File: src/rtl/mem_access_unit_pkg.sv
`default_nettype none
// ============================================================================
// Module      : mem_access_unit_pkg
// Description : Shared memory-op encodings, FSM state codes and the alignment
//               helper for the MEM-stage data-memory access unit.
// Revision    : 1.0 - initial release
// ============================================================================
package mem_access_unit_pkg;

    typedef logic [1:0] memop_t;

    localparam memop_t c_MEMOP_WORD = 2'b00;
    localparam memop_t c_MEMOP_HALF = 2'b01;
    localparam memop_t c_MEMOP_BYTE = 2'b10;
    localparam memop_t c_MEMOP_RSVD = 2'b11;

    typedef logic [1:0] state_t;

    localparam state_t c_ST_IDLE = 2'd0;
    localparam state_t c_ST_BUSY = 2'd1;
    localparam state_t c_ST_DONE = 2'd2;

    // Reserved size code behaves as a word access, so it shares word alignment.
    function automatic logic is_misaligned(input memop_t op, input logic [1:0] off);
        case (op)
            c_MEMOP_BYTE: return 1'b0;
            c_MEMOP_HALF: return off[0];
            default:      return (off != 2'b00);
        endcase
    endfunction

endpackage
`default_nettype wire

File: src/rtl/mem_lane_align.sv
`default_nettype none
// ============================================================================
// Module      : mem_lane_align
// Description : Little-endian lane steering: store byte enables and replicated
//               write data, plus load lane extract with sign/zero extension.
// Revision    : 1.0 - initial release
// ============================================================================
module mem_lane_align
    import mem_access_unit_pkg::*;
(
    input  logic [1:0]  memOp,
    input  logic [1:0]  offset,
    input  logic        signExt,
    input  logic [31:0] storeData,
    input  logic [31:0] loadWord,
    output logic [3:0]  byteEn,
    output logic [31:0] laneData,
    output logic [31:0] loadData
);

    logic [7:0]  w_byte;
    logic [15:0] w_half;

    always_comb begin
        byteEn   = 4'b1111;
        laneData = storeData;
        loadData = loadWord;
        w_byte   = 8'h00;
        w_half   = 16'h0000;
        case (memOp)
            c_MEMOP_BYTE: begin
                byteEn   = 4'b0001 << offset;
                laneData = {4{storeData[7:0]}};
                w_byte   = loadWord[{offset, 3'b000} +: 8];
                loadData = {{24{signExt & w_byte[7]}}, w_byte};
            end
            c_MEMOP_HALF: begin
                // Only offset[1] selects the half; offset[0] is never a lane select.
                byteEn   = offset[1] ? 4'b1100 : 4'b0011;
                laneData = {2{storeData[15:0]}};
                w_half   = offset[1] ? loadWord[31:16] : loadWord[15:0];
                loadData = {{16{signExt & w_half[15]}}, w_half};
            end
            default: begin
                byteEn   = 4'b1111;
                laneData = storeData;
                loadData = loadWord;
            end
        endcase
    end

endmodule
`default_nettype wire

File: src/rtl/mem_access_unit.sv
`default_nettype none
// ============================================================================
// Module      : mem_access_unit
// Description : MEM-stage data-memory access unit with req/ack port, pipeline
//               stall and extended load result. Optional misalignment trap is
//               enabled by defining MEM_ALIGN_CHECK_EN.
// Revision    : 1.0 - initial release
// ============================================================================
module mem_access_unit
    import mem_access_unit_pkg::*;
(
    input  logic        clk,
    input  logic        rst,
    input  logic        MEM_MemRead,
    input  logic        MEM_MemWrite,
    input  logic [1:0]  MEM_MemOp,
    input  logic        MEM_MemEXT,
    input  logic [31:0] MEM_aluResult,
    input  logic [31:0] MEM_rfOut2,
    output logic        dmem_req,
    output logic        dmem_we,
    output logic [31:0] dmem_addr,
    output logic [3:0]  dmem_be,
    output logic [31:0] dmem_wdata,
    input  logic        dmem_ack,
    input  logic [31:0] dmem_rdata,
    output logic        mem_stall,
    output logic [31:0] MEM_loadData,
    output logic        mem_misalign
);

    state_t      r_state;
    state_t      w_nextState;
    logic        r_we;
    logic        r_isRead;
    logic        r_ext;
    logic        r_misalign;
    memop_t      r_op;
    logic [31:0] r_addr;
    logic [31:0] r_storeData;
    logic [31:0] r_loadData;

    logic        w_access;
    logic        w_misalign;
    logic        w_busy;
    logic        w_ackValid;
    logic        w_capture;
    logic [3:0]  w_be;
    logic [31:0] w_wdata;
    logic [31:0] w_loadExt;

    assign w_access   = MEM_MemRead | MEM_MemWrite;
    assign w_busy     = (r_state == c_ST_BUSY);
    assign w_ackValid = w_busy & dmem_ack;
    assign w_capture  = (r_state == c_ST_IDLE) & w_access;

`ifdef MEM_ALIGN_CHECK_EN
    assign w_misalign = is_misaligned(MEM_MemOp, MEM_aluResult[1:0]);
`else
    assign w_misalign = 1'b0;
`endif

    always_ff @(posedge clk) begin
        if (rst) begin
            r_state <= c_ST_IDLE;
        end else begin
            r_state <= w_nextState;
        end
    end

    always_comb begin
        w_nextState = r_state;
        mem_stall   = 1'b0;
        dmem_req    = 1'b0;
        case (r_state)
            c_ST_IDLE: begin
                if (w_access) begin
                    mem_stall   = 1'b1;
                    w_nextState = w_misalign ? c_ST_DONE : c_ST_BUSY;
                end
            end
            c_ST_BUSY: begin
                mem_stall = 1'b1;
                dmem_req  = 1'b1;
                if (dmem_ack) begin
                    w_nextState = c_ST_DONE;
                end
            end
            // Stall drops here so EX/MEM advances before the next IDLE look.
            c_ST_DONE: w_nextState = c_ST_IDLE;
            default:   w_nextState = c_ST_IDLE;
        endcase
    end

    always_ff @(posedge clk) begin
        if (rst) begin
            r_we        <= 1'b0;
            r_isRead    <= 1'b0;
            r_ext       <= 1'b0;
            r_misalign  <= 1'b0;
            r_op        <= c_MEMOP_WORD;
            r_addr      <= 32'h0;
            r_storeData <= 32'h0;
            r_loadData  <= 32'h0;
        end else begin
            r_misalign <= 1'b0;
            if (w_capture) begin
                r_we        <= MEM_MemWrite;
                r_isRead    <= MEM_MemRead & ~MEM_MemWrite;
                r_ext       <= MEM_MemEXT;
                r_op        <= MEM_MemOp;
                r_addr      <= MEM_aluResult;
                r_storeData <= MEM_rfOut2;
                if (w_misalign) begin
                    r_misalign <= 1'b1;
                    r_loadData <= 32'h0;
                end
            end
            if (w_ackValid && r_isRead) begin
                r_loadData <= w_loadExt;
            end
        end
    end

    mem_lane_align u_lane_align (
        .memOp     (r_op),
        .offset    (r_addr[1:0]),
        .signExt   (r_ext),
        .storeData (r_storeData),
        .loadWord  (dmem_rdata),
        .byteEn    (w_be),
        .laneData  (w_wdata),
        .loadData  (w_loadExt)
    );

    // Port fields are only driven while a request is outstanding.
    assign dmem_we      = w_busy & r_we;
    assign dmem_addr    = w_busy ? {r_addr[31:2], 2'b00} : 32'h0;
    assign dmem_be      = w_busy ? w_be : 4'b0000;
    assign dmem_wdata   = w_busy ? w_wdata : 32'h0;
    assign MEM_loadData = r_loadData;
    assign mem_misalign = r_misalign;

endmodule
`default_nettype wire

File: config.mk
export PLATFORM = sky130hd
export DESIGN_NAME = mem_access_unit
export DESIGN_NICKNAME = d
export VERILOG_FILES = /design/src/rtl/mem_access_unit_pkg.sv /design/src/rtl/mem_lane_align.sv /design/src/rtl/mem_access_unit.sv
export SDC_FILE = /design/constraint.sdc
export NUM_CORES = 1
export LEC_CHECK = 0
export ABC_AREA = 1
export BUFFER_PORTS_ARGS = -buffer_cell sky130_fd_sc_hd__buf_2
export CAP_MARGIN = 10
export CORE_MARGIN = 2
export CORE_UTILIZATION = 39
export DETAILED_ROUTE_END_ITERATION = 8
export GPL_ROUTABILITY_DRIVEN = 0
export PLACE_DENSITY_LB_ADDON = 0.12
export SYNTH_ARGS = -nofsm -noshare
export SYNTH_HDL_FRONTEND = slang
export SYNTH_SLANG_ARGS = --single-unit
export TNS_END_PERCENT = 10
File: constraint.sdc
create_clock -name clk -period 5.8 [get_ports clk]
set_input_delay 1.45 -clock clk [delete_from_list [all_inputs] [get_ports clk]]
set_output_delay 1.45 -clock clk [all_outputs]
set_load 0.01 [all_outputs]
==> metrics.txt, run 1 <==
Async SR Flop Fraction=0; grt peak-use layer=met2; Pwr Total=1.81 mW; die area=13100 µm²; largest area contributor in the synthesized netlist=dfxtp_1; multi-input logic area=2210 µm²; Synth Cell Area=4750 µm²; post-route setup slack=1.76 ns; TritonCTS Buffers=9; post-synth top area share=0.434; post-route design area=6070 µm²; root buffer cell=clkbuf_16; leakage=2.98 nW; post-route insts no fill=999; All-Layer GR Usage=0.218; Worst Path Max Fanout=45; Slew Limit Fails=0; Synth Flop Type=dfxtp_1; clock latency at the later pin of the worst-skew pair=0.35 ns; met2 usage=0.332; power per cell area=298 nW/µm²; Tcrit/Tclk final=0.696; Hold Path Class=reg -> reg; first-pass GRT wire length=22700 µm; worst path buffer plus inverter count=4; endpoints failing hold=0; RSZ-0062 raised after global routing=false; dpl ws=2.09 ns; placed cells=983; drt pass-1 iters=6; Final Core Density=0.507; DRC Markers=0; outcome=completed; Unique masters post-synth=31; Yosys reg bits=103; clock period minus worst slack=4.04 ns; GR Util met1=0.303; via count=5066; number of max-cap violations=0; layout cells sized above 1=0.290; Setup TNS=0 ns; sequential-to-total area share from yosys stat=0.434; post-route ant nets=0; largest net degree at the start of global routing=78; clock skew=0.00530 ns; post-CTS resize count=0; Die W=114 µm; met3 GRT Util=0.0445; ranking of synthesized cells by area=dfxtp_1 43%, a21oi_1 13%, o21ai_0 12%, nor2_1 7.9%, nand2_1 5.7%; row cnt=40; initial core utilization=0.397; Post-synth EDFFs=0; layout overhead on the synthesized area=27.6%; WP data required=4.35 ns; CTS tree=done; Crit path max-delay family=buffers and inverters; number of port buffers=204; fillers=1245; H-tree Lvls=3; Post-synth top cells=124 x a21oi_1, 117 x o21ai_0, 103 x dfxtp_1, 100 x nor2_1, 72 x nand2_1; DP Wirelength=10500 µm; crit path DAT=2.59 ns; Storage cell area=2060 µm²; core area=12000 µm²; Avg Cell Area, Syn=7.03 µm²; Vias per Instance=5.07; io pins=208; Min Hold Slack=0.455 ns; crit path kind=reg -> out; CP Launch Type=register; worst vdd ir=0.000116 V; vias in the first global route=4539; setup bufs post-CTS=0; antenna cell count=0; Die H=114 µm; most frequent cell on the critical path=inv_1; Max-slew headroom=0.290; CP max stage cell=inv_1; Mapped Cells=676; placed cell area=5760 µm²; cell breakdown of the critical path=inv_1 > ha_1 > buf_4 > inv_1 > o21ai_0 > nor2_1 > buf_2; most frequent cell after synthesis=a21oi_1; Final setup violation count=0; Critical Path End Type=output port; Largest stage delay, worst path=0.82 ns; CTS Buffer Depth=2; drt total wl=14700 µm; slew of the pin with the lowest slew margin=1.06 ns; Post-CTS Hold Fix Bufs=0; wire per inst=14.7 µm; Total Nets Final=953; Max Clk Rate=248 MHz; initial antenna violation count=0; initial DRC count=426; Sink Count=103; global route overflow=0; synth warn=0; CTS clk-pin slew, worst paths=0.07 ns
flip-flops by register name, indices dropped and copies added, names as in the netlist:
register,flops
MEM_loadData,32
r_op,2
r_we,1
r_storeData,32
r_ext,1
r_addr,32
r_isRead,1
r_state,2
routing by layer:
metal	vias to the layer above	share of wire	routed length (µm)
met2	203	0.45	6560
li1	2562	-	-
met4	0	0.019	272
met5	-	0	0
met1	2277	0.46	6790
met3	24	0.071	1040
power breakdown:
group | switching, mW | leakage [nW] | internal, mW
sequential | 0.0286 | 0.849 | 0.766
clock | 0.267 | 0.145 | 0.359
combinational | 0.259 | 1.98 | 0.125
total | 0.555 | 2.98 | 1.25
path summary, 6_finish.rpt:
check / start / end / slack [ns] / cells past startpoint
setup / recovery: r_op[0] / dmem_wdata[18] / 1.76 / 7
hold / removal: r_addr[14] / r_addr[14] / 0.46 / 2
setup reg to reg: r_state[0] / MEM_loadData[22] / 2.38 / 6
hold reg to reg: r_addr[14] / r_addr[14] / 0.46 / 2
cells in the final DEF (no fill, tap or decap), types with 2 or more instances in the layout:
cell / count
buf_2: 204
conb_1: 3
nand2_1: 72
nand3_1: 10
clkbuf_16: 9
clkinvlp_4: 2
dfxtp_1: 103
o21ai_0: 117
nand2_4: 2
buf_4: 4
nand2_2: 2
inv_1: 60
a21oi_1: 124
clkbuf_8: 2
nor2_1: 100
o22ai_1: 8
inv_2: 5
a21oi_2: 9
ha_1: 2
cells by family after synthesis:
family | count (synthesis) | share of synthesized area
fa+ha+maj | 2 | 0.00526
compound gates | 262 | 0.291
other cells | 1 | 0.000789
simple gates | 192 | 0.167
buf+inv | 116 | 0.103
flops | 103 | 0.434
cell type report:
| class | count | share of cell area |
|---|---|---|
| Multi-Input combinational cell | 459 | 0.365 |
| Inverter | 66 | 0.0408 |
| Timing Repair Buffer | 208 | 0.173 |
| Tap cell | 147 | 0.0303 |
| Clock buffer | 12 | 0.0423 |
| Clock inverter | 4 | 0.00887 |
| Sequential cell | 103 | 0.340 |
tightest hold or removal path: cells and delay by family, from the launching register on:
| family | cells | cell delay (ns) |
|---|---|---|
| flops | 1 | 0.30 |
| compound gates | 1 | 0.05 |
| buf+inv | 1 | 0.06 |
Note: power is estimated with default switching activity, not from simulation.
==> run 2, diff against run 1 <==
Clock period 5.8 ns to 3.5 ns, I/O delays scaled along.
==> run 2 against run 1 <==
Against the previous run:
- non-clock buffer count grew 5
- sequential cell count is the same
- combinational power grew 69%
- die area is the same
- utilization grew 0.30 points
- clock skew grew 0.00082 ns
- wire length shrank 1.3%
- largest power group unchanged
==> metrics.txt, run 2 (synthesis gave the netlist of run 1 again) <==
setup bufs post-CTS=0 (unchanged); TritonCTS Buffers=9 (unchanged); Post-CTS Hold Fix Bufs=0 (unchanged); via count=5113 (+0.93%); post-route setup slack=0.295 ns (-1.47 ns); die area=13100 µm² (unchanged); initial core utilization=0.397 (unchanged); clock skew=0.00612 ns (+0.000824 ns); post-route design area=6100 µm² (+0.60%); commonest cells after routing, fill and taps aside=204 x buf_2, 124 x a21oi_1, 117 x o21ai_0; WP data required=2.62 ns (-1.73 ns); Total Nets Final=958 (+0.52%); CTS Buffer Depth=2 (unchanged); DRC Markers=0 (unchanged); All-Layer GR Usage=0.216 (-0.00249); largest net degree at the start of global routing=61 (-22%); outcome=completed; layout overhead on the synthesized area=28.4%; core area=12000 µm² (unchanged); Final Core Density=0.510 (+0.00303); dpl ws=0.699 ns (-1.39 ns); DP Wirelength=10400 µm (-0.69%); Max Clk Rate=312 MHz; leakage=3.00 nW (+0.85%); RR Startpoint=r_state[1]; first-pass GRT wire length=22400 µm (-1.5%); multi-input logic area=2210 µm² (unchanged); initial antenna violation count=0 (unchanged); endpoints failing hold=0 (unchanged); number of max-cap violations=0 (unchanged); root buffer cell=clkbuf_16; clock latency at the later pin of the worst-skew pair=0.35 ns (about the same); Min Hold Slack=0.447 ns (-0.00754 ns); Largest stage delay, worst path=0.45 ns (-0.37 ns); placed cells=988 (+0.51%); clock period minus worst slack=3.20 ns; CTS clk-pin slew, worst paths=0.07 ns (about the same); post-route ant nets=0 (unchanged); Setup TNS=0 ns (unchanged); RR Endpoint=MEM_loadData[22]; Hold Path Class=reg -> reg; fillers=1211 (-2.7%); wire per inst=14.4 µm (-1.8%); Crit path max-delay family=buffers and inverters; worst path buffer plus inverter count=3 (-1); CP Launch Type=register; most frequent cell on the critical path=inv_1; Tcrit/Tclk final=0.916; antenna cell count=0 (unchanged); Slew Limit Fails=0 (unchanged); CP max stage cell=inv_1; placed cell area=5820 µm² (+1.1%); worst vdd ir=0.000309 V (+170%); vias in the first global route=4665 (+2.8%); drt pass-1 iters=5 (-1); initial DRC count=380 (-11%); reg2reg path depth=8 (+2); cell breakdown of the critical path=inv_1 > ha_1 > inv_1 > nand2_1 > a21oi_1 > nor2_1 > buf_2; global route overflow=0 (unchanged); Die W=114 µm (unchanged); crit path from=r_op[0]; drt total wl=14500 µm (-1.3%); H-tree Lvls=3 (unchanged); power per cell area=481 nW/µm² (+62%); Storage cell area=2060 µm² (unchanged); commonest non-fill, non-tap cell in the layout=buf_2; row cnt=40 (unchanged); number of port buffers=204 (unchanged); crit path kind=reg -> out; crit path DAT=2.33 ns (-0.26 ns); Worst Path Max Fanout=11 (-76%); Pwr Total=2.94 mW (+63%); Vias per Instance=5.09 (+0.43%); slew of the pin with the lowest slew margin=0.870 ns (-0.194 ns); Max-slew headroom=0.420 (+0.130); CTS tree=done; critical path depth=7 (unchanged); Sink Count=103 (unchanged); Critical Path End Type=output port; Setup crit end=dmem_wdata[17]; RSZ-0062 raised after global routing=false; Die H=114 µm (unchanged); post-route insts no fill=1004 (+0.50%); Final setup violation count=0 (unchanged); post-CTS resize count=0 (unchanged); layout cells sized above 1=0.294 (+0.00414); io pins=208 (unchanged); R2R setup slack=1.20 ns (-1.18 ns)
run 2: cell types whose count changed in the layout (fill, tap and decap cells not counted):
cell	change
clkinv_2	+1
clkinvlp_4	-1
clkbuf_8	-1
buf_4	+3
bufinv_16	-1
inv_8	+1
buf_12	+2
inv_6	+1
run 2: power breakdown:
group          internal (mW)  switching [mW]
Clock                  0.510           0.463
Sequential              1.27          0.0444
Combinational          0.222           0.428
run 2: worst min-delay path by stage:
stage	endpoint	cells after the start	startpoint	slack [ns]
2_1_floorplan	r_we	2	r_we	0.43
3_3_place_gp	r_we	2	r_we	0.44
3_5_place_dp	r_we	2	r_we	0.44
4_1_cts	r_we	2	r_we	0.45
5_1_grt	r_we	2	r_we	0.47
6_report	r_we	2	r_we	0.45
run 2: worst min-delay path, cell delays in order (launching register included):
cell and delay (ns):
dfxtp_1 0.30, inv_1 0.06, a21oi_1 0.05
run 2: cell type report:
class | count | area share
well taps | 147 | 0.0301
inverters | 66 | 0.0406
clock buffers | 11 | 0.0398
flip-flops and latches | 103 | 0.338
multi-input cells | 459 | 0.362
repair buffers | 213 | 0.182
clock inverters | 5 | 0.00677
run 2: metal layers:
layer  up-vias  track usage  share of wire
met5         -            0              0
met2       241        0.324           0.44
met3        29       0.0609          0.079
li1       2565            -              -
met1      2278        0.290           0.45
met4         0       0.0927          0.025
==> run 3, diff against run 2 <==
Settings changed: SYNTH_HIERARCHICAL from default to 1.
==> run 3 against run 2 <==
Against the previous run:
- worst hold slack gained 0.0080 ns
- clock power is essentially flat
- non-clock buffer count shrank 2
- combinational power grew 34%
- total power grew 8.8%
- global-route usage shrank 1.6 points
- cell area grew 25%
- critical endpoint is now dmem_wdata[31]
==> metrics.txt, run 3 <==
most frequent cell after synthesis=nand2_1; Worst Path Max Fanout=8 (-3); row cnt=46 (+15%); post-synth top area share=0.323 (-0.111); cell breakdown of the critical path=inv_1 > ha_1 > nor2_1 > a21oi_1 > nand2_1 > inv_1 > nor2_1 > buf_2; Synth Flop Type=dfxtp_1; power per cell area=418 nW/µm² (-13%); drt total wl=17800 µm (+23%); multi-input logic area=3200 µm² (+45%); setup bufs post-CTS=0 (unchanged); Async SR Flop Fraction=0 (unchanged); endpoints failing hold=0 (unchanged); Hold Path Class=reg -> reg; crit path DAT=2.26 ns (-0.07 ns); post-CTS resize count=0 (unchanged); global route overflow=0 (unchanged); outcome=completed; Post-synth top cells=308 x nand2_1, 200 x nor2_1, 175 x inv_1, 103 x dfxtp_1, 79 x nand3_1; vias in the first global route=5748 (+23%); die area=17400 µm² (+33%); largest area contributor in the synthesized netlist=dfxtp_1; Max-slew headroom=0.487 (+0.0673); worst vdd ir=0.000272 V (-12%); drt pass-1 iters=7 (+2); layout cells sized above 1=0.253 (-0.0408); clock period minus worst slack=3.14 ns (-0.0650 ns); Die H=132 µm (+15%); WP data required=2.62 ns (about the same); Final Core Density=0.479 (-0.0314); leakage=4.47 nW (+49%); number of max-cap violations=0 (unchanged); Critical Path End Type=output port; reg2reg path depth=10 (+2); crit path from=r_op[0]; Yosys reg bits=103 (unchanged); Tcrit/Tclk final=0.897 (-0.0186); CP Launch Type=register; io pins=208 (unchanged); commonest cells after routing, fill and taps aside=308 x nand2_1, 204 x buf_2, 200 x nor2_1; Min Hold Slack=0.456 ns (+0.00804 ns); Storage cell area=2060 µm² (unchanged); CP max stage cell=nor2_1; Post-CTS Hold Fix Bufs=0 (unchanged); initial core utilization=0.400 (+0.00300); wire per inst=12.4 µm (-14%); via count=6492 (+27%); TritonCTS Buffers=9 (unchanged); clock latency at the later pin of the worst-skew pair=0.35 ns (about the same); largest net degree at the start of global routing=136 (+120%); initial DRC count=333 (-12%); core area=15900 µm² (+33%); commonest non-fill, non-tap cell in the layout=nand2_1; Post-synth EDFFs=0 (unchanged); crit path kind=reg -> out; CTS tree=done; post-route ant nets=0 (unchanged); Max Clk Rate=319 MHz (+2.1%); fillers=1835 (+52%); Unique masters post-synth=31 (unchanged); Sink Count=103 (unchanged); DRC Markers=0 (unchanged); number of port buffers=204 (unchanged); post-route design area=7630 µm² (+25%); layout overhead on the synthesized area=19.6%; Die W=132 µm (+15%); Synth Cell Area=6380 µm² (+34%); sequential-to-total area share from yosys stat=0.323 (-0.111); clock skew=0.00726 ns (+0.00114 ns); H-tree Lvls=3 (unchanged); RSZ-0062 raised after global routing=false; All-Layer GR Usage=0.200 (-0.0155); CTS clk-pin slew, worst paths=0.07 ns (about the same); Vias per Instance=4.52 (-11%); Mapped Cells=1064 (+57%); Largest stage delay, worst path=0.54 ns (+0.09 ns); first-pass GRT wire length=28600 µm (+28%); initial antenna violation count=2 (+2); placed cell area=7350 µm² (+26%); R2R setup slack=1.54 ns (+0.34 ns); ranking of synthesized cells by area=dfxtp_1 32%, nand2_1 18%, nor2_1 12%, inv_1 10%, a21oi_2 6.9%; root buffer cell=clkbuf_16; synth warn=6 (+6); Setup crit end=dmem_wdata[31]; CTS Buffer Depth=2 (unchanged); RR Startpoint=r_op[0]; Avg Cell Area, Syn=6.00 µm² (-15%); Pwr Total=3.19 mW (+8.8%); slew of the pin with the lowest slew margin=0.768 ns (-0.102 ns); RR Endpoint=MEM_loadData[5]; Final setup violation count=0 (unchanged); Total Nets Final=1321 (+38%); DP Wirelength=12400 µm (+19%); Setup TNS=0 ns (unchanged); Slew Limit Fails=0 (unchanged)
## run 3: cell types whose count changed after synthesis, moves of 41 or more
cell / previous run / this run
nand2_1: 72 / 308
inv_1: 60 / 175
o21ai_0: 117 / 8
nor2_1: 100 / 200
a21oi_1: 124 / 30
nand3_1: 10 / 79
a21oi_2: 9 / 50
## run 3: per-stage QoR
| stage | setup slack [ns] | std cells |
|---|---|---|
| finish | 0.360 | 1437 |
| global route | 0.162 | 1436 |
| CTS | 0.335 | 1436 |
| detailed placement | 0.743 | 1420 |
| global placement | 0.753 | 1420 |
| floorplan | 1.06 | 1066 |
## run 3: worst max-delay path: cells and delay by family, from the launching register on
| family | cells | cell delay (ns) |
|---|---|---|
| adders and majority gates | 1 | 0.35 |
| DFF | 1 | 0.37 |
| AOI/OAI and AO/OA | 1 | 0.21 |
| buffers and inverters | 3 | 0.25 |
| and+or+nand+nor | 3 | 0.74 |
## run 3: report_power, final
group,switching [mW],internal (mW),leakage [nW]
sequential,0.0783,1.27,0.849
combinational,0.550,0.318,3.50
clock,0.467,0.508,0.129
## run 3: cells by family after synthesis
kind of cell,after synthesis,synth area share
simple gates,613,0.394
compound gates,90,0.101
fa+ha+maj,2,0.00392
buf+inv,255,0.178
flops,103,0.323
other cells,1,0.000587
## run 3: final cells by class
cell class / instances / area share
multi-input cells: 708 / 0.419
flip-flops and latches: 103 / 0.270
repair buffers: 211 / 0.147
inverters: 182 / 0.0910
well taps: 216 / 0.0354
clock buffers: 11 / 0.0318
clock inverters: 5 / 0.00524
diodes: 1 / 0.000328
## run 3: per-layer routing
metal | vias to the layer above | GRT usage | wire (µm) | part of all wire
met5 | - | 0 | 13 | 0.00073
li1 | 3441 | - | - | -
met3 | 22 | 0.0634 | 1190 | 0.067
met1 | 2856 | 0.261 | 8410 | 0.47
met4 | 2 | 0.0556 | 336 | 0.019
met2 | 171 | 0.319 | 7890 | 0.44
## run 3: worst min path at each step
| stage | cells past startpoint | end | start |
|---|---|---|---|
| 2_1_floorplan | 2 | r_we | r_we |
| 3_3_place_gp | 2 | r_we | r_we |
| 3_5_place_dp | 2 | r_we | r_we |
| 4_1_cts | 2 | r_we | r_we |
| 5_1_grt | 2 | r_isRead | r_isRead |
| 6_report | 2 | r_we | r_we |
